$ cat src/rtl/frame_pkg.sv
// Shared constants and state encoding for the sync-byte frame receiver.
// States are plain logic constants so older blocks can compare against them directly.
package frame_pkg;

  localparam int          FRAME_LEN_DEFAULT = 10;
  localparam logic [7:0]  SYNC_BYTE_DEFAULT = 8'hA5;
  localparam int          IDX_W             = 4;

  typedef logic [1:0] state_t;

  localparam state_t HUNT    = 2'd0;
  localparam state_t COLLECT = 2'd1;
  localparam state_t CHECK   = 2'd2;
  localparam state_t HOLD    = 2'd3;

endpackage

$ cat src/rtl/frame_buffer.sv
// Payload register file: one write port, combinational read.
// Addresses at or beyond FRAME_LEN read as zero.
module frame_buffer
  import frame_pkg::*;
#(
  parameter int FRAME_LEN = FRAME_LEN_DEFAULT
) (
  input  logic             clk,
  input  logic             reset,
  input  logic             we,
  input  logic [IDX_W-1:0] waddr,
  input  logic [7:0]       wdata,
  input  logic [IDX_W-1:0] rd_addr,
  output logic [7:0]       rd_data
);

  localparam logic [IDX_W-1:0] LEN = IDX_W'(FRAME_LEN);

  logic [7:0] mem [FRAME_LEN];

  always_ff @(posedge clk or posedge reset) begin
    if (reset) begin
      for (int i = 0; i < FRAME_LEN; i++) mem[i] <= '0;
    end else if (we && (waddr < LEN)) begin
      mem[waddr] <= wdata;
    end
  end

  always_comb begin
    rd_data = '0;
    if (rd_addr < LEN) rd_data = mem[rd_addr];
  end

endmodule

$ cat src/rtl/frame_reader.sv
// Hunts for the sync byte, collects a fixed-length payload, verifies the XOR
// checksum and holds a good frame until the consumer acknowledges it.
module frame_reader
  import frame_pkg::*;
#(
  parameter int         FRAME_LEN = FRAME_LEN_DEFAULT,
  parameter logic [7:0] SYNC_BYTE = SYNC_BYTE_DEFAULT
) (
  input  logic       clk,
  input  logic       reset,
  input  logic [7:0] in_data,
  input  logic       in_valid,
  input  logic [3:0] rd_addr,
  output logic [7:0] rd_data,
  input  logic       frame_ack,
  output logic       frame_ready,
  output logic       frame_err,
  output logic       overrun,
  output logic [7:0] err_count,
  output logic       busy
);

  localparam logic [IDX_W-1:0] LAST_IDX = IDX_W'(FRAME_LEN - 1);

  state_t           state;
  logic [IDX_W-1:0] idx;
  logic [7:0]       csum;
  logic             buf_we;

  assign buf_we      = (state == COLLECT) && in_valid;
  assign frame_ready = (state == HOLD);
  assign busy        = (state == COLLECT) || (state == CHECK);

  frame_buffer #(.FRAME_LEN(FRAME_LEN)) u_buffer (
    .clk     (clk),
    .reset   (reset),
    .we      (buf_we),
    .waddr   (idx),
    .wdata   (in_data),
    .rd_addr (rd_addr),
    .rd_data (rd_data)
  );

  // Only valid bytes move the FSM; in HOLD an ack beats a simultaneous byte.
  always_ff @(posedge clk or posedge reset) begin
    if (reset) begin
      state     <= HUNT;
      idx       <= '0;
      csum      <= '0;
      frame_err <= 1'b0;
      overrun   <= 1'b0;
      err_count <= '0;
    end else begin
      frame_err <= 1'b0;
      case (state)
        HUNT: begin
          if (in_valid && (in_data == SYNC_BYTE)) begin
            state <= COLLECT;
            idx   <= '0;
            csum  <= '0;
          end
        end
        COLLECT: begin
          if (in_valid) begin
            csum <= csum ^ in_data;
            idx  <= idx + 4'd1;
            if (idx == LAST_IDX) state <= CHECK;
          end
        end
        CHECK: begin
          if (in_valid) begin
            if (in_data == csum) begin
              state <= HOLD;
            end else begin
              frame_err <= 1'b1;
              if (err_count != 8'hFF) err_count <= err_count + 8'd1;
              state <= HUNT;
            end
          end
        end
        HOLD: begin
          if (frame_ack) begin
            state   <= HUNT;
            overrun <= 1'b0;
          end else if (in_valid) begin
            overrun <= 1'b1;
          end
        end
        default: state <= HUNT;
      endcase
    end
  end

endmodule

$ cat config.mk
export PLATFORM = sky130hd
export DESIGN_NAME = frame_reader
export DESIGN_NICKNAME = d
export VERILOG_FILES = /design/src/rtl/frame_pkg.sv /design/src/rtl/frame_buffer.sv /design/src/rtl/frame_reader.sv
export SDC_FILE = /design/constraint.sdc
export NUM_CORES = 1
export LEC_CHECK = 0
export ABC_AREA = 1
export BUFFER_PORTS_ARGS = -buffer_cell sky130_fd_sc_hd__buf_2
export CORE_MARGIN = 1
export CORE_UTILIZATION = 35
export CTS_CLUSTER_DIAMETER = 150
export DETAILED_ROUTE_END_ITERATION = 7
export PLACE_DENSITY = 0.63
export SETUP_SLACK_MARGIN = 0.5
export SYNTH_ARGS = -nofsm -noshare
export SYNTH_HDL_FRONTEND = slang
export SYNTH_SLANG_ARGS = --single-unit
$ cat constraint.sdc
create_clock -name clk -period 4.25 [get_ports clk]
set_input_delay 0.425 -clock clk [delete_from_list [all_inputs] [get_ports clk]]
set_output_delay 0.425 -clock clk [all_outputs]
set_load 0.01 [all_outputs]
==> results by group, run 1 <==
Outcome
  – Status: finished, final reports clean

Die
  – Row count: 43
  – Ports: 36
  – Initial core utilization: 0.362
  – Die span in y: 122 um
  – Die width: 122 um
  – Die area: 15,000 sq um
  – Core region area: 14,000 sq um

Global route
  – Global route total overflow: 0
  – Largest net degree at the start of global routing: 78
  – Number of global-route vias before repair: 4,161
  – GRT Util Overall: 0.181
  – First-pass GRT wire length: 21.0 mm
  – Initial antenna violation count: 0

Worst setup path
  – Setup crit end kind: primary output
  – RR Endpoint: u_buffer.mem[22]
  – Critical path required time: about 3.8 ns
  – FF-to-FF path depth: 6
  – Reg2reg start: state[1]
  – Internal reg-to-reg setup slack: 1.84 ns
  – WS Path Type: primary input to primary output
  – Crit path max fanout: 41
  – CP Launch Type: primary input
  – Worst EP arrival: about 2.5 ns

Synthesis
  – Synth area leaders: dfrtp_1, nand2_1, o21ai_0
  – Syn. warnings: 0
  – Top cell type's share of synthesized area: 0.512
  – Sequential-to-total area share from yosys stat: 0.512
  – Synth area leader: dfrtp_1
  – Cell count after synthesis: 640
  – Seq cells post-synth: 104
  – Synthesized area per cell: 7.94 sq um
  – Syn_nets: 666
  – Synthesized cell area: a little over 5000 sq um
  – Library cells used by synthesis: 25

Place
  – Routability cong.: 0.913
  – DP HPWL: 8.38 mm
  – Port bufs: 35

Detailed routing
  – Final wirelength: 12.5 mm
  – First-pass detailed-route iteration total: 5
  – # DRC: 0
  – Initial DRC Count: 339
  – DR WL/cell: 14.9 um
  – Routed Antenna Nets: 0
  – Vias: around 4,300
  – Vias/cell: 5.09

Power
  – Net Switching: approximately 0.91 mW
  – PnR Total Power: ~2.9 mW
  – Comb power frac: 0.228
  – Power Internal: 1.95 mW
  – Sw Ratio: 0.319
  – P_leak: 2.68 nW
  – VDD IR max: 237 uV
  – Clk pwr share: 0.303
  – Power per cell area: 509 nW/um^2
  – Reg power frac: 0.469

Clocking
  – Clock buffer depth: 2
  – H-tree levels: 3
  – Cts bufs inserted: 9
  – Clock transition at the registers of the reported paths: 0.07 ns
  – Cts hold-fix bufs: 0
  – CTS tree: yes
  – Clock sink total: about 100
  – Post-cts resize count: 0
  – Root buf cell: clkbuf_16
  – Post-CTS setup buffer count: 0
  – Worst-Skew Late Latency: ~0.35 ns

Layout
  – ANT cells: 0
  – Share of layout cells above drive strength 1: 0.0819
  – Layout Area Growth over Synthesis: 11.0%
  – Final nets: about 680
  – FF/Latch Area: between 2000 and 3000 sq um
  – Multi-input logic area: 2180 sq um
  – Filler instances: roughly 1,400

Worst hold path
  – Hold Crit Class: primary input to async pin

STA
  – Fmax: around 0.34 GHz
  – RSZ-0062 raised after global routing: false
  – Max-slew headroom: 0.257
  – Final hold viol count: 0
  – Endpoints failing setup: 0
  – Worst Tran Pin Value: 1.11 ns
  – Skew final: 0.00657 ns
  – Fin. max-slew vios: 0
  – Final period utilization: 0.691
  – Post-Route Setup TNS: 0 ns
  – Min Tclk post-route: roughly 2.9 ns

Flow run
  – Max cap viols: 0
==> cell usage after synthesis <==
library cell and number:
a21boi_0 1, a21o_1 1, a21oi_1 5, a21oi_4 1
buf_2 8, buf_6 2, clkbuf_1 21, clkbuf_8 1
clkinv_1 5, dfrtp_1 104, ha_1 10, inv_1 32
inv_2 1, nand2_1 208, nand3_1 22, nand3b_1 1
nand4_1 24, nor2_1 49, nor3_1 1, o211ai_1 11
o21ai_0 116, o21ai_1 8, o22ai_1 3, or2_2 2
xnor2_1 3
==> routing by layer <==
metal  GRT usage  part of all wire
met3      0.0404             0.051
met1       0.253              0.49
met5           0                 0
met2       0.278              0.45
met4      0.0534            0.0087
==> state kept, by name (all words and copies together), names as in the netlist <==
name,flops
overrun,1
u_buffer.mem,80
err_count,8
csum,8
frame_err,1
idx,4
state,2
==> area by class of cell <==
class                      instances  share of cell area
tap                              180              0.0399
timing repair buffer              36              0.0324
clock buffer                      11              0.0413
inverter                          38              0.0257
sequential                       104               0.462
clock inverter                     4              0.0124
multi-input combinational        466               0.387
==> how the worst max path moves through the flow <==
| stage | from | end | slack [ns] | cells after the start |
|---|---|---|---|---|
| global placement | rd_addr[0] | rd_data[1] | 1.37 | 7 |
| global route | rd_addr[0] | rd_data[3] | 1.05 | 7 |
| finish | rd_addr[0] | rd_data[2] | 1.31 | 7 |
| floorplan | reset | csum[0] | 1.09 | 1 |
| CTS | rd_addr[0] | rd_data[2] | 1.34 | 7 |
| detailed placement | rd_addr[0] | rd_data[2] | 1.34 | 7 |
==> layout by cell type (no fill, tap or decap), drive strengths merged <==
master and instances:
o211ai 11, nand3 22, or2 2, o21ai 124
buf 36, dfrtp 104, xnor2 3, ha 10
o22ai 3, nand2 208, a21oi 6, nor2 49
clkinv 7, nor3 1, nand3b 1, nand4 24
a21boi 1, inv 33, bufinv 2, a21o 1
clkbuf 11
==> kinds of logic (layout without fill, tap and decap cells) <==
group,after synthesis,in the layout,synth area share
buf+inv,70,89,0.0586
flops,104,104,0.512
compound gates,146,146,0.153
simple gates,307,307,0.246
xor+xnor,3,3,0.00517
fa+ha+maj,10,10,0.0246
==> power by group through the flow <==
stage | logic, mW | registers [mW] | clock network [mW]
2_1_floorplan | 0.495 | 1.33 | 0
3_3_place_gp | 0.625 | 1.35 | 0
3_5_place_dp | 0.658 | 1.36 | 0
4_1_cts | 0.658 | 1.34 | 0.885
5_1_grt | 0.766 | 1.38 | 0.919
6_report | 0.654 | 1.35 | 0.868
==> stage by stage <==
step | util | instances | cell area (sq um) | hold WS, ns | worst slack [ns]
2_1_floorplan | - | 640 | 5080 | 0.448 | 1.09
3_3_place_gp | 0.380 | 824 | 5340 | 0.463 | 1.37
3_5_place_dp | 0.380 | 824 | 5340 | 0.468 | 1.34
4_1_cts | 0.401 | 839 | 5640 | 0.326 | 1.34
5_1_grt | 0.401 | 839 | 5640 | 0.340 | 1.05
6_report | 0.401 | 839 | 5640 | 0.294 | 1.31
==> worst max-delay path: stages <==
cell	delay (ns)
buf_2	0.53
inv_1	0.69
o21ai_0	0.40
o211ai_1	0.13
nand3_1	0.10
nand2_1	0.08
buf_2	0.14
No activity file was read; power rests on OpenSTA's default activity.
==> run 2: changes to the inputs <==
--- a/config.mk
+++ b/config.mk
@@ -11,7 +11,7 @@
 export CORE_UTILIZATION = 35
 export CTS_CLUSTER_DIAMETER = 150
 export DETAILED_ROUTE_END_ITERATION = 7
-export PLACE_DENSITY = 0.63
+export PLACE_DENSITY = 0.65
 export SETUP_SLACK_MARGIN = 0.5
 export SYNTH_ARGS = -nofsm -noshare
 export SYNTH_HDL_FRONTEND = slang
==> constraint.sdc (replaced) <==
create_clock -name clk -period 2.6 [get_ports clk]
set_input_delay 0.26 -clock clk [delete_from_list [all_inputs] [get_ports clk]]
set_output_delay 0.26 -clock clk [all_outputs]
set_load 0.01 [all_outputs]
==> results by group, run 2 (synthesis gave the netlist of run 1 again) <==
Outcome
  – Status: finished, final reports clean (unchanged)

Worst setup path
  – Worst EP arrival: 1.62 ns (was 2.51 ns)
  – CP Launch Type: primary input (unchanged)
  – Slowest CP cell: clkinv_1 (was inv_1)
  – CP most frequent cell: buf_2 (unchanged)
  – WS Path Type: primary input to primary output (unchanged)
  – Max stage delay on crit path: 0.42 ns (was 0.69 ns)
  – CP top delay family: buffers and inverters (unchanged)
  – Critical path required time: 2.34 ns (was 3.83 ns)
  – Crit path max fanout: 17 (was 41)
  – CP bufs+invs: 3 (unchanged)
  – Setup crit end kind: primary output (unchanged)
  – Crit-path cells: buf_2 > clkinv_1 > nand4_1 > nand3_1 > o21ai_0 > buf_2 (was buf_2 > inv_1 > o21ai_0 > o211ai_1 > nand3_1 > nand2_1 > buf_2)

STA
  – Post-Route Setup TNS: 0 ns (unchanged)
  – Skew final: 0.00573 ns (was 0.00657 ns)
  – Max-slew headroom: 0.594 (was 0.257)
  – Worst Tran Pin Value: 0.604 ns (was 1.11 ns)
  – Final hold viol count: 0 (unchanged)
  – Fin. max-slew vios: 0 (unchanged)
  – Min Tclk post-route: 1.88 ns
  – Hold slack: 0.0288 ns (was 0.294 ns)
  – Endpoints failing setup: 0 (unchanged)
  – Final period utilization: 0.722
  – RSZ-0062 raised after global routing: false (unchanged)
  – Fmax: 0.533 GHz

Die
  – Die span in y: 122 um (unchanged)
  – Row count: 43 (unchanged)
  – Initial core utilization: 0.362 (unchanged)
  – Die area: 15,000 sq um (unchanged)
  – Die width: 122 um (unchanged)
  – Ports: 36 (unchanged)
  – Core region area: 14,000 sq um (unchanged)

Worst hold path
  – Hold Crit Class: primary input to async pin (unchanged)

Detailed routing
  – Routed Antenna Nets: 0 (unchanged)
  – First-pass detailed-route iteration total: 5 (unchanged)
  – Uppermost layer routed: met4 (unchanged)
  – M1 wire length: 6.21 mm (was 6.13 mm)
  – Vias: 4,339 (was 4,270)
  – Final wirelength: 12.3 mm (was 12.5 mm)
  – Met2 wire len: 5.36 mm (was 5.64 mm)
  – Vias/cell: 5.04 (was 5.09)
  – DR WL met3: 542 um (was 642 um)
  – DR WL/cell: 14.3 um (was 14.9 um)
  – Initial DRC Count: 349 (was 339)
  – # DRC: 0 (unchanged)

Layout
  – Multi-input logic area: 2180 sq um (unchanged)
  – Final nets: 702 (was 681)
  – Commonest non-fill, non-tap cell in the layout: nand2_1 (unchanged)
  – ANT cells: 0 (unchanged)
  – Filler instances: 1,407 (was 1,418)
  – Top reg by flops: u_buffer.mem (unchanged)
  – Biggest regs: u_buffer.mem: 80 flops, csum: 8 flops, err_count: 8 flops (unchanged)
  – Most frequent cells in the layout: nand2_1, o21ai_0, dfrtp_1 (unchanged)
  – Share of layout cells above drive strength 1: 0.115 (was 0.0819)
  – Largest register FFs: 80 (unchanged)
  – Layout Area Growth over Synthesis: 15.4% (was 11.0%)
  – FF/Latch Area: 2600 sq um (unchanged)
  – Non-Filler Instances: 861 (was 839)

Global route
  – Initial antenna violation count: 0 (unchanged)
  – Largest net degree at the start of global routing: 105 (was 78)
  – Number of global-route vias before repair: 4,015 (was 4,161)
  – GRT Util Overall: 0.179 (was 0.181)
  – First-pass GRT wire length: 20.8 mm (was 21.0 mm)
  – Global route total overflow: 0 (unchanged)

Place
  – Routability cong.: 0.809 (was 0.913)
  – Port bufs: 35 (unchanged)
  – Placed Cells: 841 (was 824)
  – DP HPWL: 7.99 mm (was 8.38 mm)

Clocking
  – Post-cts resize count: 0 (unchanged)
  – Clock buffer depth: 2 (unchanged)
  – Clock transition at the registers of the reported paths: 0.07 ns (about the same)
  – H-tree levels: 3 (unchanged)
  – Worst-Skew Late Latency: 0.35 ns (about the same)
  – Cts bufs inserted: 9 (unchanged)
  – Clock sink total: 104 (unchanged)
  – Root buf cell: clkbuf_16 (unchanged)
  – CTS tree: yes (unchanged)

Power
  – VDD IR max: 492 uV (was 237 uV)
  – P_leak: 2.80 nW (was 2.68 nW)
  – Power per cell area: 829 nW/um^2 (was 509 nW/um^2)

Flow run
  – Max cap viols: 0 (unchanged)
run 2: changes by cell type in the layout (fill, tap and decap cells not counted):
cell,delta
buf_4,+19
clkinvlp_4,+3
buf_12,+2
clkbuf_1,-2
bufinv_16,+1
clkinv_2,-1
inv_4,-1
inv_6,+1
run 2: metal layers:
metal  global-route usage  up-vias
met2                0.263      108
met3               0.0344       17
li1                     -     2172
met5                    0        -
met1                0.263     2042
met4               0.0587        0
run 2: worst paths after layout:
path,end,start,cells after the start,slack [ns]
max,rd_data[3],rd_addr[2],6,0.72
min,overrun,reset,3,0.03
max reg2reg,u_buffer.mem[21],state[1],8,0.79
min reg2reg,u_buffer.mem[28],u_buffer.mem[28],2,0.48
max in group asynchronous,u_buffer.mem[62],reset,3,2.11
min in group clk,overrun,frame_ack,3,0.16
run 2: report_power, final:
group          switching [mW]  internal, mW
clock network           0.627         0.943
registers               0.234          1.96
logic                   0.676         0.422
total                    1.54          3.33
run 2: layout make-up:
cell class              count  area share
clock buffers               9      0.0384
clock inverters             7      0.0203
inverters                  38      0.0250
multi-input cells         466       0.372
flip-flops and latches    104       0.444
well taps                 180      0.0384
repair buffers             57      0.0623
run 2: timing repair:
action | in CTS | in global routing
hold buffers | 0 | 0
setup endpoints to repair | 12 | 8
buffers inserted | 3 | 1
pin swaps | 3 | 1
run 2: stage by stage:
stage / util / power, mW / area, sq um / setup WS [ns]
after floorplan: - / 2.98 / 5080 / 0.896
after global placement: 0.391 / 3.29 / 5490 / 0.570
after detailed placement: 0.391 / 3.32 / 5490 / 0.502
after CTS: 0.417 / 4.90 / 5860 / 0.510
after global routing: 0.418 / 5.19 / 5860 / 0.549
final: 0.418 / 4.86 / 5860 / 0.722
run 2: tightest hold or removal path, cell delays in order:
cell,delay (ns)
buf_2,0.11
clkinvlp_4,0.07
buf_12,0.39
